==> src/rtl/intr_stim_pkg.sv <==
// Shared types and constants for the interrupt stimulus generator
// (channel modes, interrupt targets, CPU vector fetch addresses).
package intr_stim_pkg;

  typedef enum logic [1:0] {
    WINDOW    = 2'd0,
    PERIODIC  = 2'd1,
    UNTIL_ACK = 2'd2,
    OFF       = 2'd3
  } mode_e;

  typedef enum logic {
    IRQ = 1'b0,
    NMI = 1'b1
  } tgt_e;

  localparam logic [15:0] VEC_NMI = 16'hFFFA;
  localparam logic [15:0] VEC_IRQ = 16'hFFFE;

endpackage

==> src/rtl/intr_stim_chan.sv <==
// One stimulus channel: configuration, periodic phase counter, ack latch and
// request. The ack latch and snoop inputs exist only with INTR_STIM_ACK_EN.
module intr_stim_chan
  import intr_stim_pkg::*;
#(
  parameter int CNT_W = 16
) (
  input  logic             clk_ph1,
  input  logic             rst,
`ifdef INTR_STIM_ACK_EN
  input  logic             hit_irq,
  input  logic             hit_nmi,
`endif
  input  logic             run,
  input  logic [CNT_W-1:0] cnt,
  input  logic             cfg_sel,
  input  mode_e            cfg_mode,
  input  tgt_e             cfg_tgt,
  input  logic [CNT_W-1:0] cfg_start,
  input  logic [CNT_W-1:0] cfg_len,
  input  logic [CNT_W-1:0] cfg_period,
  output logic             req_p0,
  output logic             act_p1,
  output logic             is_nmi
);

  mode_e            mode_r;
  tgt_e             tgt_r;
  logic [CNT_W-1:0] start_r;
  logic [CNT_W-1:0] len_r;
  logic [CNT_W-1:0] period_r;
  logic [CNT_W-1:0] phase_r;
  logic             started;
  logic             in_win;
  logic             phase_adv;

  always_ff @(posedge clk_ph1 or posedge rst) begin
    if (rst) begin
      mode_r <= OFF;
      tgt_r  <= IRQ;
    end else if (cfg_sel) begin
      mode_r <= cfg_mode;
      tgt_r  <= cfg_tgt;
    end
  end

  always_ff @(posedge clk_ph1) begin
    if (cfg_sel) begin
      start_r  <= cfg_start;
      len_r    <= cfg_len;
      period_r <= cfg_period;
    end
  end

  // Window end is compared one bit wider so start+len can never wrap
  assign started   = (cnt >= start_r);
  assign in_win    = started && ({1'b0, cnt} < ({1'b0, start_r} + {1'b0, len_r}));
  assign phase_adv = run && (mode_r == PERIODIC) && (period_r != '0) && started;
  assign is_nmi    = (tgt_r == NMI);

  always_ff @(posedge clk_ph1 or posedge rst) begin
    if (rst) begin
      phase_r <= '0;
    end else if (cfg_sel) begin
      phase_r <= '0;
    end else if (phase_adv) begin
      phase_r <= (phase_r == period_r - 1'b1) ? '0 : phase_r + 1'b1;
    end
  end

`ifdef INTR_STIM_ACK_EN
  logic ack_r;
  logic hit;

  assign hit = is_nmi ? hit_nmi : hit_irq;

  // Only an already-asserted channel can be acknowledged
  always_ff @(posedge clk_ph1 or posedge rst) begin
    if (rst) begin
      ack_r <= 1'b0;
    end else if (cfg_sel) begin
      ack_r <= 1'b0;
    end else if ((mode_r == UNTIL_ACK) && act_p1 && hit) begin
      ack_r <= 1'b1;
    end
  end
`endif

  always_comb begin
    req_p0 = 1'b0;
    case (mode_r)
      WINDOW:    req_p0 = in_win;
      PERIODIC:  req_p0 = (period_r == '0) ? in_win : (started && (phase_r < len_r));
`ifdef INTR_STIM_ACK_EN
      UNTIL_ACK: req_p0 = started && !ack_r;
`endif
      default:   req_p0 = 1'b0;
    endcase
  end

  // Stage boundary: registered per-channel request
  always_ff @(posedge clk_ph1 or posedge rst) begin
    if (rst) begin
      act_p1 <= 1'b0;
    end else begin
      act_p1 <= req_p0;
    end
  end

endmodule

==> src/rtl/intr_stim_gen.sv <==
// Interrupt stimulus generator top: shared saturating cycle counter, config
// write decode, NUM_CH channels and registered active-low irq/nmi. Macro: INTR_STIM_ACK_EN.
module intr_stim_gen
  import intr_stim_pkg::*;
#(
  parameter int  NUM_CH = 4,
  parameter int  CNT_W  = 16,
  localparam int CH_W   = (NUM_CH > 1) ? $clog2(NUM_CH) : 1
) (
  input  logic              clk_ph1,
  input  logic              rst,
  input  logic              run,
  input  logic              cfg_we,
  input  logic [CH_W-1:0]   cfg_ch,
  input  logic [1:0]        cfg_mode,
  input  logic              cfg_tgt,
  input  logic [CNT_W-1:0]  cfg_start,
  input  logic [CNT_W-1:0]  cfg_len,
  input  logic [CNT_W-1:0]  cfg_period,
  input  logic [15:0]       Addr_bus,
  input  logic              R_nW,
  output logic              irq,
  output logic              nmi,
  output logic [CNT_W-1:0]  cycle_count,
  output logic [NUM_CH-1:0] ch_active
);

  logic [NUM_CH-1:0] req_p0;
  logic [NUM_CH-1:0] nmi_sel;

  // The counter saturates at all-ones rather than wrapping
  always_ff @(posedge clk_ph1 or posedge rst) begin
    if (rst) begin
      cycle_count <= '0;
    end else if (run && (cycle_count != '1)) begin
      cycle_count <= cycle_count + 1'b1;
    end
  end

`ifdef INTR_STIM_ACK_EN
  logic hit_irq;
  logic hit_nmi;

  assign hit_irq = R_nW && (Addr_bus == VEC_IRQ);
  assign hit_nmi = R_nW && (Addr_bus == VEC_NMI);
`else
  logic unused_bus;

  assign unused_bus = ^{Addr_bus, R_nW};
`endif

  for (genvar i = 0; i < NUM_CH; i++) begin : g_ch
    logic cfg_sel;

    assign cfg_sel = cfg_we && (cfg_ch == CH_W'(i));

    intr_stim_chan #(
      .CNT_W(CNT_W)
    ) u_chan (
      .clk_ph1   (clk_ph1),
      .rst       (rst),
`ifdef INTR_STIM_ACK_EN
      .hit_irq   (hit_irq),
      .hit_nmi   (hit_nmi),
`endif
      .run       (run),
      .cnt       (cycle_count),
      .cfg_sel   (cfg_sel),
      .cfg_mode  (mode_e'(cfg_mode)),
      .cfg_tgt   (tgt_e'(cfg_tgt)),
      .cfg_start (cfg_start),
      .cfg_len   (cfg_len),
      .cfg_period(cfg_period),
      .req_p0    (req_p0[i]),
      .act_p1    (ch_active[i]),
      .is_nmi    (nmi_sel[i])
    );
  end

  // Stage boundary: wired-AND of active-low lines, registered with the requests
  always_ff @(posedge clk_ph1 or posedge rst) begin
    if (rst) begin
      irq <= 1'b1;
      nmi <= 1'b1;
    end else begin
      irq <= ~|(req_p0 & ~nmi_sel);
      nmi <= ~|(req_p0 & nmi_sel);
    end
  end

endmodule

==> config.mk <==
export PLATFORM = sky130hd
export DESIGN_NAME = intr_stim_gen
export DESIGN_NICKNAME = d
export VERILOG_FILES = /design/src/rtl/intr_stim_pkg.sv /design/src/rtl/intr_stim_chan.sv /design/src/rtl/intr_stim_gen.sv
export SDC_FILE = /design/constraint.sdc
export NUM_CORES = 1
export LEC_CHECK = 0
export BUFFER_PORTS_ARGS = -buffer_cell sky130_fd_sc_hd__buf_2
export CAP_MARGIN = 20
export CORE_UTILIZATION = 44
export CTS_CLUSTER_DIAMETER = 200
export DETAILED_ROUTE_END_ITERATION = 10
export HOLD_SLACK_MARGIN = 0.08
export SLEW_MARGIN = 20
export SYNTH_ARGS = -nofsm -noshare
export SYNTH_HDL_FRONTEND = slang
export SYNTH_SLANG_ARGS = --single-unit
==> constraint.sdc <==
create_clock -name clk_ph1 -period 3.6 [get_ports clk_ph1]
set_input_delay 0.9 -clock clk_ph1 [delete_from_list [all_inputs] [get_ports clk_ph1]]
set_output_delay 0.9 -clock clk_ph1 [all_outputs]
set_load 0.02 [all_outputs]
### Word-level counts from Yosys, hierarchy flattened

Cells that the tools add are included.

* flip-flop bits (word level): 290
* latch bits: 0
* memory bits (writable): 0
* ROM bits: 0
* input bits: 74
* output and inout port bits: 22
* word-level logic and storage cells: 137
* memories kept: 0

* add/sub/neg operators: 13
* $mul: 0
* div/mod/pow operators: 0
* magnitude comparators: 12
* equal/unequal tests: 12
* shift operators: 0
* mux-type cells: 20
* bitwise gates (word level): 3
* reductions and logical operators: 46

Operator list (number)
* $mux 16: 12
* $add 16x1->16 const B: 5
* $add 16x16->17: 4
* $lt 16x17->1: 4
* $eq 16x16->1: 4
* $ge 16x16->1: 4
* $logic_not 16->1: 4
* $lt 16x16->1: 4
* $reduce_bool 16->1: 4
* $sub 16x1->16 const B: 4
* $logic_and 1x1->1: 25
* $ne 16x16->1 const B: 1
* $eq 2x1->1 const B: 5
* $logic_not 2->1: 5
* $and 4x4->4: 2
* $pmux 1 s2: 4
* $reduce_bool 2->1: 4
* $reduce_or 4->1: 2
* $eq 2x2->1 const B: 2
* $mux 1: 4
* $not 4->4: 1
* $logic_not 1->1: 2

### Longest topological paths before layout

Gate-level depths: netlist (run 1).

* word-level depth: 8
* gate-level depth with buffers: 19
* mapped depth without buffers: 19

### Hierarchy

From an unflattened synthesis (run 1), not the netlist that was laid out.

* cell total of the unflattened synthesis: 2061
* area total of the unflattened synthesis: 20845.0 um^2

By module, submodules not included
* intr_stim_chan (g_ch[0].u_chan ...): times used 3, cells each 500, area an instance 5032.3 um^2, seq. area each 1944.4 um^2
* intr_stim_chan (g_ch[1].u_chan): times used 1, cells each 475, area an instance 4830.9 um^2, seq. area each 1944.4 um^2
* intr_stim_gen: times used 1, cells each 86, area an instance 917.1 um^2, seq. area each 452.9 um^2

### Worst setup path after synthesis (run 1)

No wires, ideal clock.

* path type: register to register
* start point: register g_ch[0].u_chan.len_r[0]
* end point: register nmi
* setup time: 0.080 ns
* arrival time: 3.846 ns
* setup slack: -0.325 ns
* cell stages (with the launch flop): 20
* buffers on the path: 0
* period minus slack after synthesis: 3.925 ns
* path through: edfxtp_1 ha_1 fa_1 a211o_1 a21boi_0 o31ai_1 nor2_1 o21ai_0 nand3_1 and2_1 xor2_1 ha_1 a211oi_1 o211ai_1 a21oi_1 o41ai_1 and4b_1 a211oi_1 nand2_1 o2111a_1

* longest elaborated chain between the ends: 8

Ends and longest elaborated chain
* start: declaration: line intr_stim_chan.sv:30 `logic [CNT_W-1:0] len_r;`
* start signal: assignment: line intr_stim_chan.sv:50 `len_r <= cfg_len;`
* $add 16x16->17: line intr_stim_chan.sv:57 `assign in_win = started && ({1'b0, cnt} < ({1'b0, start_r} + {1'b0, len_r}));`
* $lt 16x17->1: line intr_stim_chan.sv:57
* $logic_and 1x1->1: line intr_stim_chan.sv:57
* $mux 1: line intr_stim_chan.sv:93 `PERIODIC: req_p0 = (period_r == '0) ? in_win : (started && (phase_r < len_r));`
* $pmux 1 s2 (*): line intr_stim_chan.sv:91 `case (mode_r)`
* via g_ch[0].u_chan.req_p0: line intr_stim_chan.sv:22 `output logic req_p0,`
* $and 4x4->4 (*): line intr_stim_gen.sv:87 `nmi <= ~|(req_p0 & nmi_sel);`
* $reduce_or 4->1 (*): line intr_stim_gen.sv:87
* $logic_not 1->1 (*): line intr_stim_gen.sv:87
* end signal: assignment: line intr_stim_gen.sv:87
* end: declaration: line intr_stim_gen.sv:23 `output logic nmi,`

The timed path passes the listed nets; every way through them passes the cells marked *.
A chain may end at the register's enable or synchronous reset.

### Final worst setup path (run 1)

* start point: register g_ch[0].u_chan.start_r[0]
* end point: register nmi

* longest elaborated chain between the ends: 8

Ends and longest elaborated chain
* start: declaration: line intr_stim_chan.sv:29 `logic [CNT_W-1:0] start_r;`
* start signal: assignment: line intr_stim_chan.sv:49 `start_r <= cfg_start;`
* $add 16x16->17: line intr_stim_chan.sv:57
* $lt 16x17->1: line intr_stim_chan.sv:57
* $logic_and 1x1->1: line intr_stim_chan.sv:57
* $mux 1: line intr_stim_chan.sv:93
* $pmux 1 s2 (*): line intr_stim_chan.sv:91
* via g_ch[0].u_chan.req_p0: line intr_stim_chan.sv:22
* $and 4x4->4 (*): line intr_stim_gen.sv:87
* $reduce_or 4->1 (*): line intr_stim_gen.sv:87
* $logic_not 1->1 (*): line intr_stim_gen.sv:87

Marked as above.

==> results of run 1 <==
## power by group
| group | internal, W | switching [W] |
|---|---|---|
| combinational | 0.000958 | 0.00122 |
| sequential | 0.00378 | 0.000276 |
| clock | 0.00222 | 0.00150 |
## sequential cells by signal, indices dropped and copies added (netlist names)
register / cells
g_ch.u_chan.start_r: 64
g_ch.u_chan.len_r: 64
cycle_count: 16
nmi: 1
g_ch.u_chan.act_p1: 4
irq: 1
g_ch.u_chan.period_r: 64
g_ch.u_chan.mode_r: 8
g_ch.u_chan.is_nmi: 4
g_ch.u_chan.phase_r: 64
## area by class of cell
| cell class | instances | share of cell area [%] |
|---|---|---|
| antenna | 3 | 0.0315 |
| clock buffer | 50 | 4.44 |
| clock inverter | 18 | 0.694 |
| inverter | 176 | 2.79 |
| multi-input combinational | 1458 | 47.2 |
| sequential | 290 | 34.6 |
| tap | 592 | 3.11 |
| timing repair buffer | 248 | 7.17 |
## logic make-up (layout without fill, tap and decap cells)
logic type,after synthesis,after routing,share of synthesized area (%)
AND/OR/NAND/NOR,583,583,15.7
AO/OA/AOI/OAI,444,444,15.0
flip-flops,290,290,41.0
adder cells (fa/ha/maj),261,261,16.4
buffers and inverters,215,492,4.24
XOR/XNOR,154,154,6.72
multiplexers,16,16,0.861
other,0,3,0
## stage by stage
stage	setup WS [ns]	TNS, ns	utilization (%)	cells
2_1_floorplan	-0.00304	-0.00304	-	1963
3_3_place_gp	-0.329	-1.17	50.0	2749
3_5_place_dp	-0.386	-1.43	50.0	2749
4_1_cts	-0.271	-0.893	53.0	2827
5_1_grt	-0.597	-2.12	53.4	2832
6_report	-0.277	-0.795	53.4	2835
## layer usage
layer | GRT usage (%) | wire length (um) | vias up
li1 | - | - | 7836
met2 | 41.8 | 27500 | 331
met3 | 2.48 | 2530 | 88
met1 | 32.8 | 25300 | 7889
met5 | 0 | 0 | -
met4 | 8.61 | 1730 | 0
## timing repair
item,in CTS,in global routing
pin swaps,26,14
resized for setup,15,22
hold buffers,0,0
setup endpoints to repair,6,6
setup buffers,10,5
## Yosys cell counts, drive strengths merged (19+ instances only)
library cell,n,area share [%]
nand4,59,1.9
nor4,19,0.73
dfrtp,88,11
a31oi,23,0.72
a21oi,89,2.2
nor2b,28,0.87
nor3,41,1.0
xnor2,79,3.4
o21ai,90,2.3
inv,176,3.3
nand3,53,1.3
a21o,46,1.7
and3,35,1.1
a211oi,31,1.2
nor2,118,2.3
xor2,75,3.3
edfxtp,192,29
ha,257,16
nand2,117,2.2
o31ai,21,0.79
clkbuf,24,0.45
## worst paths after layout
| check | depth (start not counted) | startpoint | slack [ns] | endpoint |
|---|---|---|---|---|
| setup / recovery | 20 | g_ch[0].u_chan.start_r[0] | -0.28 | nmi |
| hold / removal | 2 | rst | 0.45 | g_ch[0].u_chan.phase_r[6] |
| setup reg to reg | 20 | g_ch[0].u_chan.start_r[0] | -0.28 | nmi |
| hold reg to reg | 2 | g_ch[1].u_chan.mode_r[1] | 0.46 | g_ch[1].u_chan.mode_r[1] |
| max in group asynchronous | 3 | rst | 2.42 | g_ch[2].u_chan.mode_r[0] |
| min in group clk_ph1 | 2 | g_ch[1].u_chan.mode_r[1] | 0.46 | g_ch[1].u_chan.mode_r[1] |
==> metrics.md, run 1 <==
| Metric | Value |
|---|---|
| #FFs+latches synth | `290` |
| Vias in the first global route | `16.0k` |
| Min Hold Slack | `approximately 0.45 ns` |
| FP Rows | `77` |
| Post-synth top flop | `edfxtp_1` |
| Post-route minimum period | `3.88 ns` |
| First-pass GRT wire length | `between 80 and 90 mm` |
| Die width | `about 220 um` |
| Die height | `approximately 220 um` |
| Layout area overhead | `18.7%` |
| Multi-input gate area | `~11000 sq um` |
| Share of layout cells above drive strength 1 | `about a fifth` |
| Number of synthesized flops with an enable pin | `192` |
| Netlist cell types | `90` |
| Dpl cell area | `22300 sq um` |
| Fillers | `between 3k and 4k` |
| Post-Route WL | `about 57 mm` |
| H-tree Lvls | `2` |
| Total CTS buffers | `37` |
| Final worst setup slack | `-0.277 ns` |
| Setup Viol. Count Final | `5` |
| Clk slew on worst S/H paths | `approximately 0.060 ns` |
| Slew @ Worst Pin | `0.769 ns` |
| Tcrit/Tclk final | `108%` |
| Worst Setup End Kind | `register` |
| Failing checks | `setup timing` |
| Worst setup path class | `register to register` |
| Maxcap violations | `0` |
| CP Cell Sequence | `ha_2 -> fa_2 -> a211o_1 -> a21boi_2 -> o31ai_2 -> nor2_1 -> o21ai_1 -> nand3_1 -> and2_4 -> xor2_2 -> ha_1 -> a211oi_2 -> o211ai_1 -> a21oi_1 -> o41ai_2 -> and4b_1 -> a211oi_2 -> buf_4 -> nand2_2 -> o2111a_1` |
| WL per Instance | `20.1 um` |
| Final hold vios | `0` |
| Most common cell after layout, fill and taps aside | `ha_1` |
| Register area | `8230 sq um` |
| Seq/Total Area, Yosys | `41.0%` |
| IO Port Bufs | `between 70 and 80` |
| HPWL Detailed | `around 45 mm` |
| GRT Total Usage | `24.7%` |
| Syn Nets | `approximately 2.3k` |
| Max IR drop VDD | `0.315 mV` |
| Antenna Nets Post-Route | `0` |
| WP data required | `4.07 ns` |
| Slew Limit Headroom | `48.6%` |
| Root Driver | `clkbuf_16` |
| Grt ovf | `0` |
| Largest net degree at the start of global routing | `54` |
| RePlAce Congestion | `0.934` |
| CP max-delay cell | `edfxtp_1` |
| Finished Cell Area | `23800 sq um` |
| Core area | `44600 sq um` |
| DIE AREA | `46400 sq um` |
| Nets@finish | `about 2.5k` |
| Post-Syn Area per Cell | `around 10 sq um` |
| Pwr Total | `between 0.009 and 0.01 W` |
| Via count | `16.1k` |
| Post-Syn Area | `20100 sq um` |
| CP most frequent cell | `a211oi_2` |
| Crit path max-delay family | `compound AO/OA/AOI/OAI gates` |
| Leakage power | `10.7 nW` |
| CP bufs+invs | `1` |
| Max Slew Vio Count | `0` |
| TritonRoute pass-1 iters | `5` |
| Via-to-Cell Ratio | `5.69` |
| Skew final | `a little under 0.02 ns` |
| CTS tree | `done` |
| Yosys warnings | `0` |
| Most frequent cells in the layout | `251 x ha_1, 192 x edfxtp_1, 170 x inv_1` |
| Max Freq | `0.258 GHz` |
| Status | `complete, but fails checks` |
| DRC Markers | `0` |
| Sink Count | `290` |
| Worst path arrival time | `4.35 ns` |
| I/O pin count | `96` |
| Startpoint types | `register` |
| Pwr/cell area | `419 nW/um^2` |
| CP Max Fanout | `3` |
| Initial antenna violation count | `8` |
| Starting Density | `45.0%` |
| Max incr delay on CP | `around 0.4 ns` |
| Skew-Pair Late Insertion Delay | `0.56 ns` |
| Hold Crit Class | `input pin to async pin` |
| Async set-reset flop share out of synthesis | `between 30 and 40%` |
| RSZ-0062 raised after global routing | `yes` |
| Starting DRT DRC Count | `1030` |
| Clk buf depth | `3` |
| Mapped Cells | `1963` |
Note: power is estimated with default switching activity, not from simulation.
==> inputs of run 2 (changes only) <==
Settings changed: CORE_ASPECT_RATIO set to 1.75.
==> metrics.md, run 2 (synthesis gave the netlist of run 1 again) <==
| Metric | Value |
|---|---|
| Via-to-Cell Ratio | `5.79` |
| RR Startpoint | `g_ch[0].u_chan.start_r[0]` |
| RePlAce Congestion | `0.970` |
| R2R Setup Slk | `-0.50 ns` |
| Starting Density | `44.5%` |
| Slew @ Worst Pin | `0.810 ns` |
| Status | `complete, but fails checks` |
| Dpl cells | `2766` |
| Pwr Total | `0.00945 W` |
| Final worst setup slack | `-0.497 ns` |
| Die width | `163 um` |
| Leakage power | `approximately 11 nW` |
| Dpl cell area | `22500 sq um` |
| Startpoint types | `register` |
| Antenna Nets Post-Route | `0` |
| Starting DRT DRC Count | `1047` |
| IO Port Bufs | `78` |
| CP max-delay cell | `edfxtp_1` |
| Skew-Pair Late Insertion Delay | `0.57 ns` |
| Most common cell after layout, fill and taps aside | `ha_1` |
| Max incr delay on CP | `0.41 ns` |
| GRT Total Usage | `a little over a quarter` |
| Post-Route Setup TNS | `-1.77 ns` |
| Share of layout cells above drive strength 1 | `between 10% and 20%` |
| Sink Count | `290` |
| Maxcap violations | `0` |
| Fillers | `between 4k and 5k` |
| Setup Viol. Count Final | `5` |
| Grt ovf | `0` |
| Most frequent cells in the layout | `253 x ha_1, 198 x buf_4, 192 x edfxtp_1` |
| Largest net degree at the start of global routing | `54` |
| Via count | `16.4k` |
| RSZ-0062 raised after global routing | `yes` |
| H-tree Lvls | `1` |
| I/O pin count | `96` |
| Reg2Reg Depth | `19` |
| Clk buf depth | `3` |
| RR Endpoint | `irq` |
| Skew final | `0.0109 ns` |
| Root Driver | `clkbuf_16` |
| Slew Limit Headroom | `46.0%` |
| Vias in the first global route | `between 15k and 20k` |
| Finished Cell Area | `23700 sq um` |
| Crit path to | `irq` |
| First-pass GRT wire length | `93.8 mm` |
| TritonRoute pass-1 iters | `5` |
| Post-route minimum period | `4.10 ns` |
| Max Freq | `0.244 GHz` |
| Tcrit/Tclk final | `114%` |
| Core area | `45100 sq um` |
| Finished Layout Cells | `between 2k and 3k` |
| Worst Setup End Kind | `register` |
| CTS tree | `done` |
| DIE AREA | `46500 sq um` |
| Worst setup path class | `register to register` |
| Worst path arrival time | `about 4.6 ns` |
| Hold_buf cts | `0` |
| Pwr/cell area | `398 nW/um^2` |
| Total CTS buffers | `29` |
| Failing checks | `setup timing` |
| Nets@finish | `between 2k and 3k` |
| Max IR drop VDD | `0.448 mV` |
| Post-Route WL | `62.4 mm` |
| Launch point of the worst path | `g_ch[0].u_chan.start_r[0]` |
| DRC Markers | `0` |
| CP Cell Sequence | `ha_2 -> fa_2 -> a211o_1 -> a21boi_2 -> o31ai_4 -> nor2_2 -> o21ai_2 -> nand3_1 -> and2_4 -> xor2_2 -> ha_1 -> a211oi_2 -> o211ai_1 -> a21oi_1 -> o41ai_2 -> and4b_2 -> a211oi_4 -> buf_4 -> a2111oi_4` |
| CP Max Fanout | `3` |
| Layout area overhead | `18.4%` |
| Max Slew Vio Count | `0` |
| FP Rows | `approximately 100` |
| Initial antenna violation count | `1` |
| WP data required | `4.09 ns` |
| Final hold vios | `0` |
| Clk slew on worst S/H paths | `approximately 0.07 ns` |
| WL per Instance | `between 20 and 25 um` |
| Die height | `284 um` |
| ANT cells | `0` |
| HPWL Detailed | `50.0 mm` |
| Hold Crit Class | `input pin to async pin` |
run 2: changes by cell type in the layout (fill, tap and decap cells not counted), sizes merged:
| cell | previous run | this run |
|---|---|---|
| clkbuf | 50 | 33 |
| buf | 248 | 280 |
| inv | 179 | 178 |
| bufinv | 2 | 3 |
| clkinvlp | 4 | 3 |
| diode | 3 | 0 |
| clkinv | 9 | 12 |
run 2: area by class of cell:
type / count / area, sq um / share of cell area [%]
inverters: 176 / 663 / 2.79
well taps: 577 / 722 / 3.04
clock inverters: 20 / 198 / 0.832
repair buffers: 280 / 1960 / 8.24
flip-flops and latches: 290 / 8230 / 34.7
multi-input cells: 1458 / 11200 / 47.3
clock buffers: 33 / 741 / 3.12
run 2: critical path, delay by kind of cell, from the launching register on:
family                     cells  cell delay, ns
and+or+nand+nor                4            0.67
DFF                            1            0.41
buffers and inverters          1            0.19
xor gates and xnor gates       1            0.13
adders and majority gates      3            0.81
AOI/OAI and AO/OA             10            1.77
run 2: metrics by stage:
stage               hold slack, ns  utilization (%)  setup slack (ns)
detailed placement           0.449             50.0            -0.588
global route                 0.470             52.7            -0.694
floorplan                    0.437                -          -0.00304
CTS                          0.460             52.5            -0.529
finish                       0.445             52.7            -0.497
global placement             0.448             50.0            -0.488
run 2: layer usage:
| metal | vias to the layer above | wire length (um) | part of all wire [%] | track usage, % |
|---|---|---|---|---|
| li1 | 7848 | - | - | - |
| met1 | 8005 | 23600 | 38 | 29.9 |
| met2 | 398 | 32600 | 52 | 49.8 |
| met3 | 144 | 2410 | 3.9 | 2.70 |
| met4 | 2 | 3730 | 6.0 | 14.4 |
| met5 | - | 9 | 0.014 | 0 |
run 2: worst min-delay path by stage:
stage,from,to
4_1_cts,g_ch[2].u_chan.mode_r[0],g_ch[2].u_chan.mode_r[0]
6_report,rst,g_ch[1].u_chan.phase_r[13]
3_5_place_dp,g_ch[2].u_chan.mode_r[0],g_ch[2].u_chan.mode_r[0]
3_3_place_gp,g_ch[2].u_chan.mode_r[0],g_ch[2].u_chan.mode_r[0]
5_1_grt,g_ch[0].u_chan.mode_r[0],g_ch[0].u_chan.mode_r[0]
2_1_floorplan,g_ch[0].u_chan.mode_r[0],g_ch[0].u_chan.mode_r[0]
run 2: where the power goes:
part           leakage (nW)  switching [W]  total [W]  internal (W)
clock                 0.457        0.00135    0.00306       0.00170
sequential             3.06       0.000257    0.00404       0.00378
combinational          7.18        0.00136    0.00235      0.000999
total                  10.7        0.00297    0.00945       0.00648
run 2: repair_timing:
action / in CTS / in global routing
gates resized for setup: 20 / 14
setup endpoints to repair: 6 / 6
buffers inserted: 16 / 2
pin swaps: 33 / 17
==> inputs of run 3 (changes only) <==
Settings changed: SYNTH_HIERARCHICAL set to 1.
==> metrics.md, run 3 <==
| Metric | Value |
|---|---|
| Worst path arrival time | `4.36 ns` |
| GRT Total Usage | `about 25%` |
| Most frequent cells in the layout | `254 x ha_1, 192 x edfxtp_1, 184 x inv_1` |
| Largest cells by area after synthesis | `edfxtp_1 28%, ha_1 16%, dfrtp_1 11%` |
| Post-Syn Area per Cell | `between 10 and 15 sq um` |
| Sink Count | `290` |
| Post-route minimum period | `3.86 ns` |
| Post-placement setup slack | `-0.461 ns` |
| Worst setup path class | `register to register` |
| Finished Layout Cells | `2861` |
| Leakage power | `a little over 10 nW` |
| Layout area overhead | `15.3%` |
| WL per Instance | `21.4 um` |
| Max Slew Vio Count | `0` |
| I/O pin count | `96` |
| RSZ-0062 raised after global routing | `yes` |
| Setup Viol. Count Final | `4` |
| Hold Crit Class | `register to register` |
| Hold_buf cts | `0` |
| HPWL Detailed | `49.6 mm` |
| Pwr/cell area | `387 nW/um^2` |
| Share of layout cells above drive strength 1 | `a little under a fifth` |
| First-pass GRT wire length | `93.4 mm` |
| Initial antenna violation count | `3` |
| DRC Markers | `16` |
| Post-Syn Area | `approximately 21000 sq um` |
| Max Freq | `0.259 GHz` |
| Vias in the first global route | `16.4k` |
| IO Port Bufs | `78` |
| Skew-Pair Late Insertion Delay | `0.59 ns` |
| Startpoint types | `register` |
| Pwr Total | `0.00929 W` |
| Starting Density | `44.6%` |
| Root Driver | `clkbuf_16` |
| Post-synth top flop | `edfxtp_1` |
| Number of synthesized flops with an enable pin | `192` |
| Core area | `46800 sq um` |
| Grt ovf | `0` |
| Netlist cell types | `78` |
| Max IR drop VDD | `between 0.3 and 0.4 mV` |
| Nets@finish | `2586` |
| FP Rows | `105` |
| Antenna Nets Post-Route | `0` |
| Final worst setup slack | `-0.262 ns` |
| Commonest cells in the synthesized netlist | `261 x ha_1, 192 x edfxtp_1, 184 x inv_1` |
| RePlAce Congestion | `0.909` |
| Slew Limit Headroom | `34.3%` |
| #FFs+latches synth | `290` |
| Die width | `167 um` |
| DIE AREA | `a little under 50000 sq um` |
| Skew final | `0.0299 ns` |
| H-tree Lvls | `1` |
| Maxcap violations | `0` |
| Total CTS buffers | `30` |
| Status | `complete, but fails checks` |
| R2R Setup Slk | `-0.26 ns` |
| WP data required | `4.10 ns` |
| Most common cell after layout, fill and taps aside | `ha_1` |
| Largest net degree at the start of global routing | `41` |
| Yosys top cell by area | `edfxtp_1` |
| Die height | `290 um` |
| Mapped Cells | `2061` |
| Dpl cells | `2788` |
| Via count | `around 17k` |
| Most common cell in the netlist | `ha_1` |
| Final hold vios | `0` |
| CTS tree | `done` |
| Yosys warnings | `6` |
| TritonRoute pass-1 iters | `8` |
| Top cell type's share of synthesized area | `about 28%` |
| Clk slew on worst S/H paths | `roughly 0.060 ns` |
| Worst Setup End Kind | `register` |
| Fin util | `51.4%` |
| Seq/Total Area, Yosys | `roughly 40%` |
| Post-Route WL | `61.2 mm` |
| Failing checks | `DRC, setup timing` |
| Slew @ Worst Pin | `~1 ns` |
| CP Max Fanout | `3` |
| Tcrit/Tclk final | `107%` |
| Via-to-Cell Ratio | `5.79` |
| Starting DRT DRC Count | `858` |
| Post-Route Setup TNS | `-0.634 ns` |
| Async set-reset flop share out of synthesis | `33.8%` |
| Clk buf depth | `3` |
| Syn Nets | `2400` |
==> run 3: changes by cell type in the layout (fill, tap and decap cells not counted), moves of 18 or more <==
cell,before,now
a21oi_1,82,125
nand2_1,117,93
o211ai_1,14,35
a21o_1,46,28
buf_4,198,122
==> run 3: power breakdown <==
| part | switching [W] | total (W) | internal (W) |
|---|---|---|---|
| clock network | 0.00140 | 0.00319 | 0.00180 |
| logic | 0.00114 | 0.00204 | 0.000903 |
| registers | 0.000292 | 0.00405 | 0.00376 |
| total | 0.00283 | 0.00929 | 0.00646 |
==> run 3: cells by family (layout without fill, tap and decap cells) <==
family	count (synthesis)	in the layout	share of synthesized area, %
muxes	15	15	0.816
xor gates and xnor gates	170	170	7.14
buffers and inverters	235	445	4.59
and+or+nand+nor	620	620	16.9
other	0	2	0
adders and majority gates	265	265	16.1
AOI/OAI and AO/OA	466	466	15.0
DFF	290	290	39.5
==> run 3: metal layers <==
metal	GRT usage, %	part of all wire, %	vias to the layer above
li1	-	-	8000
met1	26.4	37	8027
met2	48.7	54	375
met3	2.47	3.3	145
met4	14.9	6.3	4
met5	0	0.042	-
==> run 3: repair_timing <==
item / CTS / global route
endpoints found under the setup margin: 5 / 6
resized for setup: 32 / 23
pin swaps: 21 / 31
buffers inserted: 7 / 8
==> run 3: final timing paths <==
kind | cells after the start | start | end
setup reg to reg | 18 | g_ch[0].u_chan/len_r[0] | nmi
setup / recovery | 18 | g_ch[0].u_chan/len_r[0] | nmi
max in group asynchronous | 2 | rst | g_ch[2].u_chan/phase_r[5]
hold / removal | 1 | g_ch[2].u_chan/is_nmi | nmi
min in group asynchronous | 2 | rst | cycle_count[14]
hold reg to reg | 1 | g_ch[2].u_chan/is_nmi | nmi
==> run 3: metrics by stage <==
step	hold slack (ns)	instance area, sq um
3_3_place_gp	0.435	22700
5_1_grt	0.468	24000
3_5_place_dp	0.464	22700
2_1_floorplan	0.415	20900
6_report	0.473	24000
4_1_cts	0.460	23800
==> run 3: critical path, cell delays in order, from the launching register on <==
cell	delay, ns
edfxtp_1	0.39
ha_2	0.22
fa_2	0.35
a21o_1	0.17
a21oi_2	0.13
buf_4	0.14
o21ai_4	0.07
a211oi_2	0.28
o31ai_2	0.10
a21oi_1	0.17
xor2_1	0.09
ha_1	0.30
o21a_1	0.12
o21a_1	0.10
o21ai_1	0.06
or4_4	0.42
o211a_4	0.28
a22o_1	0.24
a221oi_2	0.18
==> run 3: final cells by class <==
type,instances,area [sq um]
Tap cell,588,736
Inverter,184,691
Fill cell,4236,22700
Clock buffer,41,845
Multi-Input combinational cell,1536,12000
Antenna cell,2,5.00
Timing Repair Buffer,205,1390
Sequential cell,290,8230
Clock inverter,15,146
